<file path="src/rtl/mult_pkg.sv">
// rtl/mult_pkg.sv - shared widths and FSM state type for the Booth multiplier
package mult_pkg;

  localparam int OP_W   = 8;
  localparam int RES_W  = 16;
  localparam int N_ITER = 8;

  typedef enum logic [1:0] {
    IDLE = 2'd0,
    CALC = 2'd1,
    DONE = 2'd2
  } state_t;

endpackage

</file>
<file path="src/rtl/booth_step.sv">
// rtl/booth_step.sv - one combinational radix-2 Booth add/subtract and arithmetic shift
module booth_step
  import mult_pkg::*;
(
  input  logic [OP_W:0]   a_i,
  input  logic [OP_W-1:0] q_i,
  input  logic            q1_i,
  input  logic [OP_W-1:0] m_i,
  output logic [OP_W:0]   a_o,
  output logic [OP_W-1:0] q_o,
  output logic            q1_o
);

  logic [OP_W:0] m_ext;
  logic [OP_W:0] sum;

  // A is one bit wider than M so that subtracting M = -128 cannot overflow
  assign m_ext = {m_i[OP_W-1], m_i};

  always_comb begin
    sum = a_i;
    case ({q_i[0], q1_i})
      2'b01:   sum = a_i + m_ext;
      2'b10:   sum = a_i - m_ext;
      default: sum = a_i;
    endcase
  end

  assign a_o  = {sum[OP_W], sum[OP_W:1]};
  assign q_o  = {sum[0], q_i[OP_W-1:1]};
  assign q1_o = q_i[0];

endmodule

</file>
<file path="src/rtl/mult_booth_ctrl.sv">
// rtl/mult_booth_ctrl.sv - sequential 8x8 signed Booth multiplier; MULT_ABORT_EN adds an abort input
module mult_booth_ctrl
  import mult_pkg::*;
(
  input  logic                    clk,
  input  logic                    rst,
  input  logic                    start,
  input  logic signed [OP_W-1:0]  multiplicando,
  input  logic signed [OP_W-1:0]  multiplicador,
`ifdef MULT_ABORT_EN
  input  logic                    abort,
`endif
  output logic                    busy,
  output logic                    done,
  output logic signed [RES_W-1:0] resultado,
  output logic [2:0]              contador
);

  localparam logic [2:0] LAST_CNT = 3'(N_ITER - 1);

  state_t            state_q, state_d;
  logic [OP_W:0]     a_q, a_d;
  logic [OP_W-1:0]   q_q, q_d;
  logic              q1_q, q1_d;
  logic [OP_W-1:0]   m_q, m_d;
  logic [2:0]        cnt_q, cnt_d;
  logic [RES_W-1:0]  res_q, res_d;

  logic [OP_W:0]     step_a;
  logic [OP_W-1:0]   step_q;
  logic              step_q1;

  booth_step u_booth_step (
    .a_i  (a_q),
    .q_i  (q_q),
    .q1_i (q1_q),
    .m_i  (m_q),
    .a_o  (step_a),
    .q_o  (step_q),
    .q1_o (step_q1)
  );

  always_comb begin
    state_d = state_q;
    a_d     = a_q;
    q_d     = q_q;
    q1_d    = q1_q;
    m_d     = m_q;
    cnt_d   = cnt_q;
    res_d   = res_q;
    case (state_q)
      IDLE: begin
        if (start) begin
          m_d     = multiplicando;
          q_d     = multiplicador;
          a_d     = '0;
          q1_d    = 1'b0;
          cnt_d   = '0;
          state_d = CALC;
        end
      end
      CALC: begin
`ifdef MULT_ABORT_EN
        if (abort) begin
          state_d = IDLE;
          cnt_d   = '0;
        end else
`endif
        begin
          a_d  = step_a;
          q_d  = step_q;
          q1_d = step_q1;
          // The result register only ever sees the completed product
          if (cnt_q == LAST_CNT) begin
            state_d = DONE;
            cnt_d   = '0;
            res_d   = {step_a[OP_W-1:0], step_q};
          end else begin
            cnt_d = cnt_q + 3'd1;
          end
        end
      end
      DONE:    state_d = IDLE;
      default: state_d = IDLE;
    endcase
  end

  always_ff @(posedge clk) begin
    if (rst) begin
      state_q <= IDLE;
      a_q     <= '0;
      q_q     <= '0;
      q1_q    <= 1'b0;
      m_q     <= '0;
      cnt_q   <= '0;
      res_q   <= '0;
    end else begin
      state_q <= state_d;
      a_q     <= a_d;
      q_q     <= q_d;
      q1_q    <= q1_d;
      m_q     <= m_d;
      cnt_q   <= cnt_d;
      res_q   <= res_d;
    end
  end

  assign busy      = (state_q == CALC);
  assign done      = (state_q == DONE);
  assign contador  = cnt_q;
  assign resultado = res_q;

endmodule

</file>
<file path="config.mk">
export PLATFORM = sky130hd
export DESIGN_NAME = mult_booth_ctrl
export DESIGN_NICKNAME = d
export VERILOG_FILES = /design/src/rtl/mult_pkg.sv /design/src/rtl/booth_step.sv /design/src/rtl/mult_booth_ctrl.sv
export SDC_FILE = /design/constraint.sdc
export NUM_CORES = 1
export LEC_CHECK = 0
export ABC_AREA = 1
export CAP_MARGIN = 20
export CORE_MARGIN = 5
export CORE_UTILIZATION = 40
export CTS_CLUSTER_SIZE = 25
export DETAILED_ROUTE_END_ITERATION = 8
export PLACE_DENSITY = 0.66
export SLEW_MARGIN = 10
export SYNTH_ARGS = -nofsm -noshare
export SYNTH_HDL_FRONTEND = slang
export SYNTH_SLANG_ARGS = --single-unit
</file>
<file path="constraint.sdc">
create_clock -name clk -period 5.1 [get_ports clk]
set_input_delay 1.02 -clock clk [delete_from_list [all_inputs] [get_ports clk]]
set_output_delay 1.02 -clock clk [all_outputs]
set_load 0.02 [all_outputs]
</file>
After elaboration in Yosys (flattened, before gate mapping)
Cells that the tools add are included.
Widths: inputs -> output; s select.
- reduce and logical (&&, ||, !) cells: 6
- add/sub/neg operators: 3
- equal/unequal tests: 7
- multiplexer cells: 13
- operator list (cell ; count):
    $pmux 9 s2 ; 2
    $pmux 8 s2 ; 1
    $add 9x9->9 ; 1
    $mux 9 ; 1
    $sub 9x9->9 ; 1
    $mux 8 ; 1
    $reduce_and 2->1 ; 4
    $mux 3 ; 2
    $pmux 3 s2 ; 1
    $eq 2x1->1 const B ; 2
    $eq 2x2->1 const B ; 2
    $mux 2 ; 2
    $pmux 2 s2 ; 1
    $add 3x1->3 const B ; 1
    $eq 3x3->1 const B ; 1
    $logic_not 2->1 ; 1
    $ne 2x1->1 const B ; 1
    $ne 2x2->1 const B ; 1
    $pmux 1 s2 ; 1
    $reduce_bool 2->1 ; 1
    $mux 1 ; 1
- output and inout port bits: 21
- input bits: 19
- word-level logic and storage cells: 36
- register bits after elaboration: 47

Logic depth before layout (Yosys ltp)
- word-level depth: 3
- depth in mapped cells: 20

By module
From an unflattened synthesis, not the netlist that was laid out.
- cells, all modules: 389
- area, all modules: 2625.0 um2
- by module, submodules not included (module ; times used ; cells an instance ; sequential area each (um2) ; area each (um2)):
    mult_booth_ctrl ; 1 ; 253 ; 940.9 ; 1831.8
    booth_step ; 1 ; 136 ; 0.0 ; 793.3

Worst setup path before layout
OpenSTA, ideal clock, no wires.
- path kind: flip-flop to flip-flop
- start: register m_q[0]
- end: register res_q[14], in the netlist resultado[14]
- library setup time: 0.116 ns
- slack: 2.882 ns
- data required time: 4.984 ns
- path buffers: 0
- cell stages (with the launch flop): 19
- arrival: 2.102 ns
- cell sequence: dfxtp_1 > inv_1 > ha_1 > inv_1 > nor2_2 > inv_1 > o21ai_0 > xnor2_1 > inv_1 > ha_1 > a21oi_1 > o21a_1 > nand2_1 > nand2_1 > nand3_1 > nand2_1 > nand2_1 > o211ai_1 > inv_1
- word-level cells in the longest chain between the ends: 2
- elaborated cells between the ends (all ways): 3
- ends and longest elaborated chain (what ; RTL line ; RTL):
    start: declaration ; mult_booth_ctrl.sv:25 ; logic [OP_W-1:0] m_q, m_d;
    start signal: assignment ; mult_booth_ctrl.sv:102 ; m_q <= m_d;
    $sub 9x9->9 or $add 9x9->9 (tied branches) ; booth_step.sv:24, booth_step.sv:23 ;
    $pmux 9 s2 * ; booth_step.sv:22 ; case ({q_i[0], q1_i})
    end signal: assignment ; mult_booth_ctrl.sv:104 ; res_q <= res_d;
    end: declaration ; mult_booth_ctrl.sv:27 ; logic [RES_W-1:0] res_q, res_d;
Every way passes the cells marked *; elsewhere a longest branch is shown, timed or not.
A chain may end at the register's enable or synchronous reset.

Worst setup path in the final report
- start: register state_q[0]
- end: output busy
- word-level cells in the longest chain between the ends: 1
- ends and longest elaborated chain (what ; RTL line ; RTL):
    start: declaration ; mult_booth_ctrl.sv:21 ; state_t state_q, state_d;
    start signal: assignment ; mult_booth_ctrl.sv:98 ; state_q <= state_d;
    $eq 2x1->1 ; mult_booth_ctrl.sv:108 ; assign busy = (state_q == CALC);
    end: declaration ; mult_booth_ctrl.sv:13 ; output logic busy,
Every way passes these cells.

==> metrics.md <==
| Metric | Value |
|---|---|
| Run status | complete, no violations |
| Latest clock arrival within the worst-skew pair | 0.30 ns |
| Lkg Pwr | 1.29 nW |
| Critical-path top delay cell | clkdlybuf4s50_1 |
| Critical Path Source Type | flop |
| IR drop worst, VDD | 152 uV |
| Count of port buffers added during placement | 39 |
| Total count of hold-check failures in the final report | 0 |
| Layout-stage area growth over the synthesis result | 18.6% |
| Top cell type's share of synthesized area | 0.369 |
| Top FF cell, synth | dfxtp_1 |
| Netlist area before placement | 0.00249 mm^2 |
| Number of flip-flops and latches in the synthesized netlist | 46 |
| Areal power density over the cells | around 290 mW/mm^2 |
| Critical path, cell by cell | nand2_4, inv_4, clkdlybuf4s50_1 |
| Post-cts resize count | 0 |
| HPWL after detailed placement | 4110 um |
| Register clock-pin slew on the reported worst setup and hold paths | 0.08 ns |
| Min-delay worst type | reg2reg |
| Total number of vias | 2176 |
| Row cnt | 28 |
| Peak fanout along the critical path | 20 |
| Top cells by area, synth | dfxtp_1 (37%), nand2_1 (13%), ha_1 (6.0%), inv_1 (5.1%), nand3_1 (4.2%) |
| Switching part of the total power | 0.336 |
| Data required, critical path | 4.08 ns |
| Logic gate share of total power | 0.274 |
| FFs w/ async S/R, synth | 0 |
| Number of buffers and inverters on the critical path | 2 |
| Number of buffers added for setup after CTS | 0 |
| Post-route fraction of the period consumed by the critical path | 0.533 |
| Pin count of the biggest net entering global routing | 35 |
| Setup TNS after final layout | 0 ns |
| CTS Hold Buffers Added | 0 |
| Die outline width | 88.9 um |
| Wire length of the first global-routing pass | around 9000 um |
| Final nets | 400 |
| Top post-synthesis cells by count | nand2_1 (85), dfxtp_1 (46), inv_1 (34), nand3_1 (21) |
| Sink Count | 46 |
| Warning count from the yosys run | 0 |
| Family with the most delay on the worst path | buffers and inverters |
| Post-synth cell types | 38 |
| Transition time of the tightest slew-check pin | 0.929 ns |
| Number of global-route vias before repair | 1991 |
| Unrepaired setup endpoints after global routing | false |
| Clock tree from TritonCTS | done |
| Post-route insts no fill | 444 |
| Number of nets still failing antenna checks after routing | 0 |
| Max Root-Sink Buffers | 2 |
| Placeable core region | 0.00599 mm^2 |
| Routed WL | 5380 um |
| Ratio of routed vias to standard cells | 4.90 |
| Number of CTS-inserted buffers | 5 |
| Number of levels in the clock H-tree | 2 |
| Worst relative slew slack | 0.380 |
| Min Clock Period, post-route | 2.72 ns |
| Net count of the mapped netlist | 368 |
| Start-to-end type of the worst setup path | reg2out |
| Height of the die | 88.9 um |
| Clock share of power | 0.264 |
| Count leader, synth | nand2_1 |
| Switch Pwr | between 0.0002 and 0.0003 W |
| Placer congestion estimate | 0.840 |
| Syn Area/Cell | 7.42 um^2 |
| DRC marker count from the first detailed-route iteration | 67 |
| Hold WS | 0.470 ns |
| Share of cells above drive strength 1 | 0.103 |
| Maximum frequency from static timing analysis | 368 MHz |
| Die Area | a little under 0.008 mm^2 |
| Clock Skew | 0.00718 ns |
| Number of antenna cells inserted | 0 |
| Synthesized netlist cell count | about 340 |
| EDFF count, synth | 0 |
| Setup violation total in the final timing report | 0 |
| Delay of the slowest critical-path stage | 0.65 ns |
| Critical path data arrival time | 1.70 ns |
| Count of max-cap constraint violations | 0 |
| Final global-route overflow total | 0 |
| Reg power frac | 0.462 |
| GR Util All Layers | 0.149 |
| Clk Tree Root Cell | clkbuf_8 |
| Initial antenna violation count | 0 |
| Number of placed I/O pins | 40 |
| P_int | about 0.00056 W |
| Routed length per instance | between 10 and 15 um |
| DRC errors left | 0 |
| Starting Density | 0.416 |
| Most area-hungry cell type in the Yosys netlist | dfxtp_1 |
| First-pass DRT Iterations | 4 |
| Final-report max-slew violation count | 0 |
| Crit. End Element | output port |
| Part of the Yosys area used for sequential elements | 0.369 |
| Placed cell count | 436 |
final cells by class:
type	instances	area, um^2
fill	611	3040
multi-input combinational	236	1310
sequential	46	921
timing repair buffer	39	390
inverter	40	158
tap	75	93.8
clock buffer	6	72.6
clock inverter	2	13.8
metal layers:
| metal | share of wire | up-vias | GRT usage | wire length, um |
|---|---|---|---|---|
| li1 | - | 1163 | - | - |
| met1 | 0.48 | 966 | 0.202 | 2600 |
| met2 | 0.46 | 43 | 0.235 | 2490 |
| met3 | 0.048 | 4 | 0.0359 | 256 |
| met4 | 0.0074 | 0 | 0.0447 | 40 |
| met5 | 0 | - | 0 | 0 |
worst reg2reg max path, cell delays in order, from the launching register on:
cell and delay (ns):
dfxtp_1 0.34, inv_1 0.08, ha_1 0.14, inv_1 0.05, nor2_2 0.13, inv_1 0.07, o21ai_0 0.19, xnor2_1 0.15
inv_1 0.06, ha_1 0.33, a21oi_1 0.25, o21a_1 0.16, nand2_1 0.05, nand2_1 0.05, nand3_1 0.08, nand2_1 0.09
nand2_1 0.06, o211ai_1 0.07, inv_1 0.05
final timing paths:
kind / start / to / slack (ns) / depth (start not counted)
max: state_q[0]$_SDFFE_PP0P_ / busy / 2.38 / 3
min: q1_q$_SDFFE_PP0P_ / q1_q$_SDFFE_PP0P_ / 0.47 / 2
max reg2reg: m_q[0]$_SDFFE_PP0P_ / resultado[14]$_SDFFE_PP0P_ / 2.60 / 18
min reg2reg: q1_q$_SDFFE_PP0P_ / q1_q$_SDFFE_PP0P_ / 0.47 / 2
power groups by stage:
stage	Clock [W]	Sequential, W	Combinational (W)
after floorplan	0	0.000398	0.000185
after global placement	0	0.000400	0.000228
after detailed placement	0	0.000400	0.000232
after CTS	0.000229	0.000392	0.000234
after global routing	0.000245	0.000395	0.000265
final	0.000224	0.000392	0.000232
placed cells by master, fill, tap and decap left out, types with 2 or more instances in the layout:
master / instances
nand2_4: 2
nand3_2: 4
ha_1: 12
nand2_2: 8
a31oi_1: 8
xnor2_1: 2
o21bai_1: 2
inv_2: 3
clkdlybuf4s50_1: 39
o21ai_1: 9
a21oi_2: 3
nor2_2: 3
inv_1: 34
o21ai_0: 20
inv_4: 3
nand4_1: 2
dfxtp_1: 46
clkbuf_8: 5
o21a_1: 3
nand2_1: 85
xor2_1: 3
a21oi_1: 20
o211ai_1: 3
nor2_1: 16
nor2_4: 2
nand3_1: 21
cell families after synthesis:
family | count (synthesis) | synth area share
AO/OA/AOI/OAI | 72 | 0.168
XOR/XNOR | 5 | 0.0176
adder cells (fa/ha/maj) | 13 | 0.0683
buffers and inverters | 54 | 0.106
flip-flops | 46 | 0.369
AND/OR/NAND/NOR | 146 | 0.271
per-stage QoR:
step                 util  total power [W]  setup slack (ns)  instance area [um^2]
floorplan               -         0.000582              2.88                  2490
global placement    0.479         0.000628              2.09                  2870
detailed placement  0.479         0.000632              2.08                  2870
CTS                 0.493         0.000854              2.36                  2960
global route        0.493         0.000905              2.14                  2960
finish              0.493         0.000847              2.38                  2960
sequential cells by signal (all words and copies together), names as in the netlist:
name / cells
m_q: 8
q1_q: 1
q_q: 8
state_q: 2
contador: 3
resultado: 16
a_q: 8
Note: power is estimated with default switching activity, not from simulation.
